===== src/rtl/wbm_rr_arbiter.sv =====
// ---------------------------------------------------------------------------
// wbm_rr_arbiter
//
// Round-robin arbiter that shares one 16-bit Wishbone slave port between
// NUM_MASTERS masters. Requests are latched into a pending vector. While
// idle, the arbiter grants the first pending master after the one served
// last. A watchdog aborts any slave cycle that gets no ack/err within
// TIMEOUT cycles and returns err to the waiting master.
//
// Ports:
//   wb_clk_i, wb_rst_ni      clock, synchronous active-low reset
//   wbm_cyc_i/stb_i/we_i     per-master control, one bit per master
//   wbm_sel_i                per-master byte selects, 2 bits per master
//   wbm_adr_i/dat_i          per-master address / write data, 16 bits each
//   wbm_dat_o                slave read data, broadcast to all masters
//   wbm_ack_o/err_o          per-master response, only the granted bit moves
//   wbm_mask                 1 = master may post new requests
//   wbs_*                    single Wishbone slave port
//   wbm_id                   index of the granted master
//   arb_busy                 high while a slave cycle is in progress
//   timeout_cnt, timeout_id  watchdog abort count (saturating) and last victim
// ---------------------------------------------------------------------------
module wbm_rr_arbiter #(
    parameter int NUM_MASTERS = 4,
    parameter int ID_BITS     = 2,
    parameter int TIMEOUT     = 1024
) (
    input  logic                        wb_clk_i,
    input  logic                        wb_rst_ni,
    input  logic [NUM_MASTERS-1:0]      wbm_cyc_i,
    input  logic [NUM_MASTERS-1:0]      wbm_stb_i,
    input  logic [NUM_MASTERS-1:0]      wbm_we_i,
    input  logic [2*NUM_MASTERS-1:0]    wbm_sel_i,
    input  logic [16*NUM_MASTERS-1:0]   wbm_adr_i,
    input  logic [16*NUM_MASTERS-1:0]   wbm_dat_i,
    output logic [15:0]                 wbm_dat_o,
    output logic [NUM_MASTERS-1:0]      wbm_ack_o,
    output logic [NUM_MASTERS-1:0]      wbm_err_o,
    input  logic [NUM_MASTERS-1:0]      wbm_mask,
    output logic                        wbs_cyc_o,
    output logic                        wbs_stb_o,
    output logic                        wbs_we_o,
    output logic [1:0]                  wbs_sel_o,
    output logic [15:0]                 wbs_adr_o,
    output logic [15:0]                 wbs_dat_o,
    input  logic [15:0]                 wbs_dat_i,
    input  logic                        wbs_ack_i,
    input  logic                        wbs_err_i,
    output logic [ID_BITS-1:0]          wbm_id,
    output logic                        arb_busy,
    output logic [7:0]                  timeout_cnt,
    output logic [ID_BITS-1:0]          timeout_id
);

    typedef enum logic {
        IDLE   = 1'b0,
        ACTIVE = 1'b1
    } state_t;

    state_t                 state;
    state_t                 state_n;
    logic [NUM_MASTERS-1:0] pending;
    logic [NUM_MASTERS-1:0] pending_n;
    logic [ID_BITS-1:0]     last;
    logic [15:0]            wdog;
    logic [ID_BITS-1:0]     grant;
    logic                   grant_vld;
    logic                   resp;
    logic                   wdog_hit;
    logic                   abort;
    logic                   done;

    assign resp     = wbs_ack_i | wbs_err_i;
    assign wdog_hit = (wdog == 16'(TIMEOUT - 1));
    // A slave response in the limit cycle takes precedence over the abort.
    assign abort    = (state == ACTIVE) && wdog_hit && !resp;
    assign done     = (state == ACTIVE) && (resp || wdog_hit);

    assign wbs_cyc_o = (state == ACTIVE);
    assign wbs_stb_o = wbs_cyc_o;
    assign arb_busy  = (state == ACTIVE);
    assign wbm_dat_o = wbs_dat_i;

    // Round-robin search in two passes: the lowest pending index above the
    // last-served master, otherwise the lowest pending index at or below it.
    always_comb begin
        grant     = '0;
        grant_vld = 1'b0;
        for (int m = 0; m < NUM_MASTERS; m++) begin
            if (!grant_vld && pending[m] && (ID_BITS'(m) > last)) begin
                grant     = ID_BITS'(m);
                grant_vld = 1'b1;
            end
        end
        for (int m = 0; m < NUM_MASTERS; m++) begin
            if (!grant_vld && pending[m] && (ID_BITS'(m) <= last)) begin
                grant     = ID_BITS'(m);
                grant_vld = 1'b1;
            end
        end
    end

    // The completing master's clear overrides its own same-cycle set, so a
    // still-held stb is not re-latched; other masters' sets are kept.
    always_comb begin
        pending_n = pending | (wbm_cyc_i & wbm_stb_i & wbm_mask);
        if (done) begin
            for (int m = 0; m < NUM_MASTERS; m++) begin
                if (wbm_id == ID_BITS'(m)) begin
                    pending_n[m] = 1'b0;
                end
            end
        end
    end

    always_comb begin
        state_n = state;
        case (state)
            IDLE:    if (grant_vld) state_n = ACTIVE;
            ACTIVE:  if (done)      state_n = IDLE;
            default: state_n = IDLE;
        endcase
    end

    always_ff @(posedge wb_clk_i) begin
        if (!wb_rst_ni) begin
            state <= IDLE;
        end else begin
            state <= state_n;
        end
    end

    always_ff @(posedge wb_clk_i) begin
        if (!wb_rst_ni) begin
            pending     <= '0;
            last        <= ID_BITS'(NUM_MASTERS - 1);
            wbm_id      <= '0;
            wdog        <= '0;
            timeout_cnt <= '0;
            timeout_id  <= '0;
        end else begin
            pending <= pending_n;
            if ((state == IDLE) && grant_vld) begin
                wbm_id <= grant;
                wdog   <= '0;
            end else if ((state == ACTIVE) && !done) begin
                wdog <= wdog + 16'd1;
            end
            if (done) begin
                last <= wbm_id;
            end
            if (abort) begin
                timeout_id <= wbm_id;
                if (timeout_cnt != 8'hFF) begin
                    timeout_cnt <= timeout_cnt + 8'd1;
                end
            end
        end
    end

    // Slave-side mux and response routing, both indexed by the granted id.
    // Responses are only forwarded in ACTIVE, so a stray ack in IDLE is dropped.
    always_comb begin
        wbs_we_o  = 1'b0;
        wbs_sel_o = '0;
        wbs_adr_o = '0;
        wbs_dat_o = '0;
        wbm_ack_o = '0;
        wbm_err_o = '0;
        for (int m = 0; m < NUM_MASTERS; m++) begin
            if (wbm_id == ID_BITS'(m)) begin
                wbs_we_o     = wbm_we_i[m];
                wbs_sel_o    = wbm_sel_i[2*m +: 2];
                wbs_adr_o    = wbm_adr_i[16*m +: 16];
                wbs_dat_o    = wbm_dat_i[16*m +: 16];
                wbm_ack_o[m] = (state == ACTIVE) && wbs_ack_i;
                wbm_err_o[m] = (state == ACTIVE) && (wbs_err_i || abort);
            end
        end
    end

endmodule


===== config.mk =====
export PLATFORM = sky130hd
export DESIGN_NAME = wbm_rr_arbiter
export DESIGN_NICKNAME = d
export VERILOG_FILES = /design/src/rtl/wbm_rr_arbiter.sv
export SDC_FILE = /design/constraint.sdc
export NUM_CORES = 1
export LEC_CHECK = 0
export ABC_AREA = 1
export BUFFER_PORTS_ARGS = -buffer_cell sky130_fd_sc_hd__buf_2
export CAP_MARGIN = 20
export CORE_MARGIN = 5
export CORE_UTILIZATION = 40
export CTS_CLUSTER_DIAMETER = 30
export CTS_CLUSTER_SIZE = 14
export DETAILED_ROUTE_END_ITERATION = 10
export PLACE_DENSITY = 0.89
export SYNTH_ARGS = -nofsm -noshare
export SYNTH_HDL_FRONTEND = slang
export SYNTH_SLANG_ARGS = --single-unit

===== constraint.sdc =====
create_clock -name wb_clk_i -period 2.4 [get_ports wb_clk_i]
set_input_delay 0.36 -clock wb_clk_i [delete_from_list [all_inputs] [get_ports wb_clk_i]]
set_output_delay 0.36 -clock wb_clk_i [all_outputs]
set_load 0.01 [all_outputs]

Yosys cells after proc, flatten, opt, wreduce, memory -nomap -nowiden
Cells that the tools add are included.
{"block": "totals", "register_bits": 35, "input_bits": 172, "output_inout_bits": 74, "word_cells": 111}
{"block": "op_classes", "addsub": 2, "n_lt_le_gt_ge": 8, "n_eq_ne": 5, "muxes": 47, "n_bitwise": 6, "reduce_logical": 36}
{"op": "$mux W16", "count": 8}
{"op": "$mux W1", "count": 27}
{"op": "$logic_and A1 B1 Y1", "count": 22}
{"op": "$mux W2", "count": 10}
{"op": "$add A16 B1 Y16 const B", "count": 1}
{"op": "$eq A16 B10 Y1 const B", "count": 1}
{"op": "$logic_not A1 Y1", "count": 9}
{"op": "$add A8 B1 Y8 const B", "count": 1}
{"op": "$and A4 B4 Y4", "count": 2}
{"op": "$ne A8 B8 Y1 const B", "count": 1}
{"op": "$eq A2 B2 Y1 const B", "count": 2}
{"op": "$gt A1 B2 Y1 const A", "count": 2}
{"op": "$gt A2 B2 Y1 const A", "count": 2}
{"op": "$le A1 B2 Y1 const A", "count": 2}
{"op": "$le A2 B2 Y1 const A", "count": 2}
{"op": "$mux W4", "count": 1}
{"op": "$or A4 B4 Y4", "count": 1}
{"op": "$eq A2 B1 Y1 const B", "count": 1}
{"op": "$logic_not A2 Y1", "count": 1}
{"op": "$logic_or A1 B1 Y1", "count": 2}
{"op": "$not A1 Y1", "count": 2}
{"op": "$pmux W1 S2", "count": 1}
{"op": "$reduce_and A2 Y1", "count": 1}
{"op": "$reduce_or A2 Y1", "count": 1}
{"op": "$or A1 B1 Y1", "count": 1}

Depth between registers and ports, before layout
Gate-level depths: netlist (run 1).
{"block": "depth", "word_depth": 33, "mapped_depth": 12, "depth_no_buf": 11}

Worst setup path after synthesis (run 1)
Ideal clock, no wire load.
{"block": "synth_timing", "path_type": "flip-flop to output port", "from": "register wdog[0]", "to": "output port wbm_err_o[0]", "arrival_ps": 1337, "slack_ps": 703, "path_stages_with_launch": 8, "n_path_buf": 0, "path_cell_list": "dfxtp_1 > ha_1 > nand3_1 > nor2_2 > nand2_4 > o21ai_0 > inv_1 > nor2_1"}
{"block": "synth_via", "elab_chain_cells": 6}
{"element": "start, declared", "line": "65", "text": "logic [15:0] wdog;"}
{"element": "start signal, assigned", "line": "147", "text": "wdog <= wdog + 16'd1;"}
{"element": "$eq A16 B10 Y1", "line": "74", "text": "assign wdog_hit = (wdog == 16'(TIMEOUT - 1));"}
{"element": "$logic_and A1 B1 Y1 (2 in series)", "line": "76", "text": "assign abort = (state == ACTIVE) && wdog_hit && !resp;"}
{"element": "$logic_or A1 B1 Y1", "line": "177", "text": "wbm_err_o[m] = (state == ACTIVE) && (wbs_err_i || abort);"}
{"element": "$logic_and A1 B1 Y1", "line": "177"}
{"element": "$mux W1", "line": "171", "text": "if (wbm_id == ID_BITS'(m)) begin"}
{"element": "end, declared", "line": "38", "text": "output logic [NUM_MASTERS-1:0] wbm_err_o,"}
No other way between the ends.

Worst setup path after layout (run 1)
Same ends and word-level chain as after synthesis.

==> results of run 1 <==
==> placed cells by master, fill, tap and decap left out, drive strengths merged <==
cell type	netlist	final
o21ai	9	9
a31oi	1	1
clkinv	3	3
xor2	7	7
o211ai	2	2
clkbuf	13	5
nand4	35	35
ha	2	2
diode	0	2
clkinvlp	0	2
nor2	68	68
buf	27	221
inv	49	50
nor3	5	5
a21oi	30	30
nand3	46	46
a221oi	13	13
a31o	1	1
nand2	181	181
dfxtp	35	35
xnor2	7	7
==> routing by layer <==
metal  GRT usage (%)  part of all wire, %  vias up
met2            41.4                   48      205
li1                -                    -     2108
met5               0                    0        -
met4            6.62                  1.8        0
met1            28.9                   39     1956
met3            5.70                   11       19
==> where the power goes <==
part	total [mW]	leakage (nW)	switching [mW]	internal, mW
Clock	0.450	0.0408	0.242	0.208
Sequential	0.624	0.283	0.0274	0.597
Combinational	0.988	1.91	0.588	0.399
Total	2.06	2.23	0.858	1.20
==> layout make-up <==
cell class              count  area (um^2)
fillers                   767         3450
multi-input cells         407         2090
inverters                  52          199
clock buffers               5         68.8
clock inverters             3         23.8
diodes                      2         5.00
flip-flops and latches     35          701
well taps                 102          128
repair buffers            221         1140
==> flip-flops by register name, summed over array words and instances, names as in the netlist <==
name and cells:
wdog 16, timeout_cnt 8, pending 4, last 2, timeout_id 2, wbm_id 2
arb_busy 1
==> cells by family after synthesis <==
logic type / after synthesis / share of synthesized area, %
xor gates and xnor gates: 14 / 3.79
and+or+nand+nor: 335 / 49.1
buffers and inverters: 92 / 13.8
adders and majority gates: 2 / 0.773
DFF: 35 / 21.6
AOI/OAI and AO/OA: 56 / 10.9
==> worst min-delay path by stage <==
| stage | cells past startpoint | from | endpoint |
|---|---|---|---|
| 3_3_place_gp | 2 | last[0]$_SDFFE_PN1P_ | last[0]$_SDFFE_PN1P_ |
| 3_5_place_dp | 2 | last[0]$_SDFFE_PN1P_ | last[0]$_SDFFE_PN1P_ |
| 6_report | 2 | wb_rst_ni | last[0]$_SDFFE_PN1P_ |
| 2_1_floorplan | 2 | last[0]$_SDFFE_PN1P_ | last[0]$_SDFFE_PN1P_ |
| 4_1_cts | 2 | wb_rst_ni | last[0]$_SDFFE_PN1P_ |
| 5_1_grt | 2 | wb_rst_ni | last[0]$_SDFFE_PN1P_ |
==> through the flow <==
step	utilization [%]	area, um^2
after floorplan	-	3240
after global routing	55.8	4350
after global placement	54.5	4260
final	55.8	4350
after CTS	55.7	4350
after detailed placement	54.5	4260
==> out/metrics.cfg, run 1 <==
[setup_path]
crit_type=flip-flop to primary output
worstReg2RegEnd=pending[0]$_SDFF_PN0_
crit_path_end=wbm_err_o[0]
worstPathArrival_ns=1.90
end_kind=primary output
crit_slowest_cell=dfxtp_1
ff2ff_path_depth=8
crit_path_cell_trace=ha_1, nand3_1, nor2_2, nand2_4, o21ai_0, inv_1, nor2_1, buf_2
cp-start-kind=flip-flop
r2r-start=wdog[0]$_SDFFE_PP0P_
crit_start=wdog[0]$_SDFFE_PP0P_
max_stage_delay_ns=0.42
crit_buf_inv=2
r2r_slack_ns=0.65
cp.depth=8
critPathMaxFanout=5
cpLargestDelayFamily=simple AND/OR/NAND/NOR gates
crit_required_ns=2.04

[die]
coreArea_mm2=0.00781
fp.dieW_um=100
rows=32
dieArea_mm2=0.00999
dieHeight_um=100
pin_count=246
start_util_pct=41.5

[synth]
synthArstFlopShare_pct=0
yosysWarningCount=0
synthCells=534
synth_edf_count=0
synthFlopType=dfxtp_1
synth_area_mm2=0.00324
yosysTopAreaCellShare_pct=21.6
yosys_register_bits=35
ys_seq_area_share_pct=21.6
synth_top_area_cell=dfxtp_1
synth_area_per_cell_um2=6.06
yosys-top-cells-area=dfxtp_1, nand2_1, nand3_1, nand4_1, nor2_1
synth_common_cells=nand2_1, nor2_1, inv_1, nand3_1, dfxtp_1
synth_nets=708
synth_cell_types=37
yosysMostFrequentCell=nand2_1

[sta]
max_clock_freq_mhz=443
worst_pin_slew_ns=0.414
tns_ns=0
holdWs_ns=0.413
fin_crit_ns=2.26
finalClockSkew_ns=0.0125
fin_crit_sh_pct=94.0
fin_ws_ns=0.144
hold_viol=0
slew_viol_final=0
setup_viol=0
rsz0062_at_grt=false
relSlewSlack_pct=72.4

[place]
place.gp.congestion=0.964
post-place-ws_ns=0.479
port_buffers=213
dpl.cell_count=817
hpwl_mm=10.1

[cts]
cts_sinks=35
cts_tree=done
clk_root_buffer_cell=clkbuf_8
path_clk_slew_ns=0.08
cts-resized-gates=0
cts_setup_buffers=0
clkLatencyLatePin_ns=0.30
cts.path.max_buffers=2
htreeDepth=2
hold_buffers=0
cts_buffers=5

[route]
drt-total-wl_mm=12.7
vias=4288
vias_per_cell=5.19
drc_errors=0
drtIter0Drc=261
first_pass_iters=5
ant_nets=0
wl_per_cell_um=15.3

[finish]
fin_cells=827
area_delta_synth_final_pct=34.5
drive_gt1_share_pct=38.5
final_nets=896

[grt]
grt_overflow=0
grtUsageTotal_pct=23.7
grt_start_max_net_pins=37
grt_pass1_vias=3972
grt_pass1_wl_mm=19.4
grt_antenna_before_repair=2

[power]
p_per_area_mw_per_mm2=474
leakage_nw=2.23
total_power_mw=2.06
peakVddDrop_uv=404

[run_status]
status=finished clean

[worst_hold_path]
hp-class=primary input to flip-flop

[run]
cap_violations=0

(Power assumes the default switching activity.)
==> inputs of run 2 (changes only) <==
==> constraint.sdc (replaced) <==
create_clock -name wb_clk_i -period 2.5 [get_ports wb_clk_i]
set_input_delay 0.375 -clock wb_clk_i [delete_from_list [all_inputs] [get_ports wb_clk_i]]
set_output_delay 0.375 -clock wb_clk_i [all_outputs]
set_load 0.01 [all_outputs]
==> run 2 against run 1 <==
  * Final cell count shrank 0.36%
  * Global-route usage fell by 0.12 points
  * Register-to-register slack improved by 0.13 ns
  * Sequential share of layout area is 0.11 points higher
  * Clock power is 8.2% lower
  * Non-clock buffer count decreased by 1
  * Clock skew fell by 0.0011 ns
  * Utilization down 0.37 points
  * Die area did not move
==> out/metrics.cfg, run 2 (synthesized netlist as in run 1, its figures left out) <==
[sta]
relSlewSlack_pct=71.7
holdWs_ns=0.420
fin_crit_sh_pct=90.4
setup_viol=0
tns_ns=0
fin_ws_ns=0.241
hold_viol=0
fin_crit_ns=2.26
max_clock_freq_mhz=443
rsz0062_at_grt=false
slew_viol_final=0
worst_pin_slew_ns=0.424
finalClockSkew_ns=0.0114

[setup_path]
crit_required_ns=2.12
crit_buf_inv=2
crit_path_cell_trace=ha_1, nand3_1, nor2_2, nand2_4, o21ai_0, inv_1, nor2_1, buf_2
crit_type=flip-flop to primary output
cpLargestDelayFamily=simple AND/OR/NAND/NOR gates
max_stage_delay_ns=0.42
r2r_slack_ns=0.78
end_kind=primary output
worstPathArrival_ns=1.88
cp-start-kind=flip-flop
crit_slowest_cell=dfxtp_1
critPathMaxFanout=5

[run_status]
status=finished clean

[cts]
path_clk_slew_ns=0.07
cts_buffers=5
cts.path.max_buffers=2
cts-resized-gates=0
clk_root_buffer_cell=clkbuf_8
cts_sinks=35
htreeDepth=2
hold_buffers=0
cts_tree=done
clkLatencyLatePin_ns=0.29
cts_setup_buffers=0

[route]
ant_nets=0
vias_per_cell=5.15
drt-total-wl_mm=12.5
drc_errors=0
wl_per_cell_um=15.2
vias=4245
first_pass_iters=5
drtIter0Drc=212

[die]
pin_count=246
fp.dieW_um=100
start_util_pct=41.5
coreArea_mm2=0.00781
rows=32
dieArea_mm2=0.00999
dieHeight_um=100

[finish]
top_regs=wdog (16), timeout_cnt (8), pending (4)
final_nets=895
layout_common_cells=buf_2, nand2_1, nor2_1, nand3_1, inv_1
largest_register_ffs=16
layout_commonest_cell=buf_2
regMostFlops=wdog
fillers=815
drive_gt1_share_pct=38.4
utilization_pct=55.4
n_antenna_cell=0
area_delta_synth_final_pct=33.6

[place]
place.gp.congestion=0.933
post-place-ws_ns=0.491
port_buffers=213
hpwl_mm=10.1

[grt]
grt_overflow=0
grt_antenna_before_repair=0
grt_pass1_wl_mm=19.3
grtUsageTotal_pct=23.6
grt_pass1_vias=3917
grt_start_max_net_pins=37

[power]
peakVddDrop_uv=319
leakage_nw=2.22
p_per_area_mw_per_mm2=449

[worst_hold_path]
hp-class=primary input to flip-flop

[run]
cap_violations=0

[run 2: cell count changes in the layout (fill, tap and decap cells not counted), sizes merged]
cell,delta
diode,-2
buf,-1
clkinv,+1
inv,-1
[run 2: metal layers]
metal / part of all wire [%] / track usage [%]
met1: 40 / 30.5
met5: 0 / 0
met4: 1.5 / 3.57
met2: 49 / 41.9
met3: 9.3 / 3.75
[run 2: area by class of cell]
type / count / area (um^2) / area share [%]
sequential: 35 / 701 / 16.2
multi-input combinational: 407 / 2090 / 48.3
inverter: 52 / 199 / 4.60
clock buffer: 5 / 68.8 / 1.59
tap: 102 / 128 / 2.95
timing repair buffer: 220 / 1120 / 25.9
clock inverter: 3 / 20.0 / 0.463
[run 2: path summary, 6_finish.rpt]
kind	start	to	cells after the start
setup / recovery	wdog[0]$_SDFFE_PP0P_	wbm_err_o[3]	8
setup reg to reg	wdog[0]$_SDFFE_PP0P_	pending[2]$_SDFF_PN0_	8
hold reg to reg	last[0]$_SDFFE_PN1P_	last[0]$_SDFFE_PN1P_	2
hold / removal	wb_rst_ni	last[0]$_SDFFE_PN1P_	2
[run 2: metrics by stage]
| stage | cells | power, mW | instance area [um^2] |
|---|---|---|---|
| 2_1_floorplan | 534 | 1.15 | 3240 |
| 3_3_place_gp | 816 | 1.54 | 4240 |
| 3_5_place_dp | 816 | 1.54 | 4240 |
| 4_1_cts | 824 | 1.95 | 4320 |
| 5_1_grt | 824 | 2.05 | 4320 |
| 6_report | 824 | 1.94 | 4320 |
[run 2: where the power goes]
group	switching, mW	internal (mW)	leakage, nW
clock network	0.219	0.194	0.0402
logic	0.559	0.371	1.90
registers	0.0252	0.573	0.283
total	0.804	1.14	2.22
==> inputs of run 3 (changes only) <==
--- a/config.mk
+++ b/config.mk
@@ -8,7 +8,7 @@
 export ABC_AREA = 1
 export BUFFER_PORTS_ARGS = -buffer_cell sky130_fd_sc_hd__buf_2
 export CAP_MARGIN = 20
-export CORE_MARGIN = 5
+export CORE_MARGIN = 4
 export CORE_UTILIZATION = 40
 export CTS_CLUSTER_DIAMETER = 30
 export CTS_CLUSTER_SIZE = 14
==> run 3 against run 2 <==
  * Non-clock buffer count increased by 1
  * Global-route usage increased by 1.2 points
  * Register-to-register slack about the same
  * Sequential cell count unchanged
  * Via count decreased by 1.1%
  * Clock skew increased by 0.00088 ns
  * Combinational power increased by 1%
  * Power increased by 1.4%
  * Highest routed layer unchanged
==> out/metrics.cfg, run 3 (synthesized netlist as in run 1, its figures left out) <==
[cts]
clkLatencyLatePin_ns=0.30
cts-resized-gates=0
path_clk_slew_ns=0.09
cts_setup_buffers=0
cts_buffers=5
cts_tree=done
cts_sinks=35
htreeDepth=2
hold_buffers=0
clk_root_buffer_cell=clkbuf_8
cts.path.max_buffers=2

[sta]
fin_crit_sh_pct=92.5
tns_ns=0
max_clock_freq_mhz=432
finalClockSkew_ns=0.0123
hold_viol=0
relSlewSlack_pct=63.6
worst_pin_slew_ns=0.545
fin_crit_ns=2.31
setup_viol=0
rsz0062_at_grt=false
slew_viol_final=0

[grt]
grtUsageTotal_pct=24.7
grt_pass1_vias=4015
met3_usage_pct=5.29
use_met1_pct=30.7
busiest_layer=met2
use_met2_pct=42.2
grt_pass1_wl_mm=19.6
grt_start_max_net_pins=32
grt_antenna_before_repair=1
grt_overflow=0

[power]
clkPwrFrac_pct=21.4
combPwrFrac_pct=47.9
p_per_area_mw_per_mm2=452
leakage_nw=2.23
pwr-share-seq_pct=30.7
swShare_pct=41.3
internal_power_mw=1.16
p_sw_uw=813
peakVddDrop_uv=275

[setup_path]
critPathMaxFanout=29
crit_slowest_cell=a221oi_1
cp-start-kind=flip-flop
end_kind=primary output
crit_type=flip-flop to primary output
worstPathArrival_ns=1.94
cpLargestDelayFamily=compound AO/OA/AOI/OAI gates
crit_required_ns=2.12
crit_buf_inv=2
max_stage_delay_ns=0.52
crit_path_cell_trace=nor2_2, buf_4, a221oi_1, a21oi_1, buf_2

[place]
place.gp.congestion=0.966
hpwl_mm=9.79
port_buffers=213
dpl_cell_area_mm2=0.00426

[finish]
top_regs=wdog (16), timeout_cnt (8), pending (4)
layout_commonest_cell=buf_2
utilization_pct=55.8
area_delta_synth_final_pct=34.5
layout_common_cells=buf_2, nand2_1, nor2_1, nand3_1, inv_1
final_nets=896
largest_register_ffs=16
post-route-cell-area_mm2=0.00435
drive_gt1_share_pct=38.7
regMostFlops=wdog

[die]
dieArea_mm2=0.00960
coreArea_mm2=0.00781
fp.dieW_um=98.0
rows=32
dieHeight_um=98.0
pin_count=246
start_util_pct=41.5

[route]
drtIter0Drc=202
first_pass_iters=5
vias=4198
drc_errors=0
wl_per_cell_um=14.8
drt-total-wl_mm=12.2
ant_nets=0
vias_per_cell=5.08

[worst_hold_path]
hp-class=primary input to flip-flop

[run_status]
status=finished clean

[run]
cap_violations=0

-- run 3: layout make-up --
| type | count | area [um^2] |
|---|---|---|
| clock buffer | 5 | 68.8 |
| sequential | 35 | 702 |
| antenna | 1 | 2.50 |
| clock inverter | 3 | 23.8 |
| timing repair buffer | 221 | 1140 |
| tap | 102 | 128 |
| inverter | 52 | 199 |
| multi-input combinational | 407 | 2090 |
| fill | 778 | 3450 |
-- run 3: final timing paths --
| check | start | endpoint | slack [ns] | cells after the start |
|---|---|---|---|---|
| worst max-delay path | wbm_id[0]$_SDFFE_PN0P_ | wbs_adr_o[14] | 0.19 | 5 |
| worst min-delay path | wb_rst_ni | last[0]$_SDFFE_PN1P_ | 0.42 | 2 |
| worst max register to register | wdog[0]$_SDFFE_PP0P_ | timeout_cnt[1]$_SDFFE_PN0P_ | 0.79 | 8 |
| worst min register to register | timeout_cnt[1]$_SDFFE_PN0P_ | timeout_cnt[1]$_SDFFE_PN0P_ | 0.52 | 2 |
-- run 3: per-layer routing --
| metal | wire length, um | share of wire [%] |
|---|---|---|
| met4 | 418 | 3.4 |
| met3 | 1050 | 8.6 |
| met5 | 0 | 0 |
| met1 | 4890 | 40 |
| met2 | 5820 | 48 |
-- run 3: through the flow --
stage | total power [mW] | worst slack (ns) | instances | hold slack (ns)
CTS | 1.99 | 0.176 | 825 | 0.417
global placement | 1.56 | 0.524 | 817 | 0.469
finish | 1.97 | 0.188 | 826 | 0.419
detailed placement | 1.56 | 0.509 | 817 | 0.510
global route | 2.10 | 0.0259 | 826 | 0.425
floorplan | 1.15 | 0.788 | 534 | 0.451
-- run 3: power groups by stage --
stage / clock (mW) / combinational [mW] / sequential, mW
floorplan: 0 / 0.548 / 0.605
global placement: 0 / 0.941 / 0.616
detailed placement: 0 / 0.946 / 0.617
CTS: 0.430 / 0.951 / 0.604
global route: 0.459 / 1.03 / 0.608
finish: 0.422 / 0.943 / 0.604
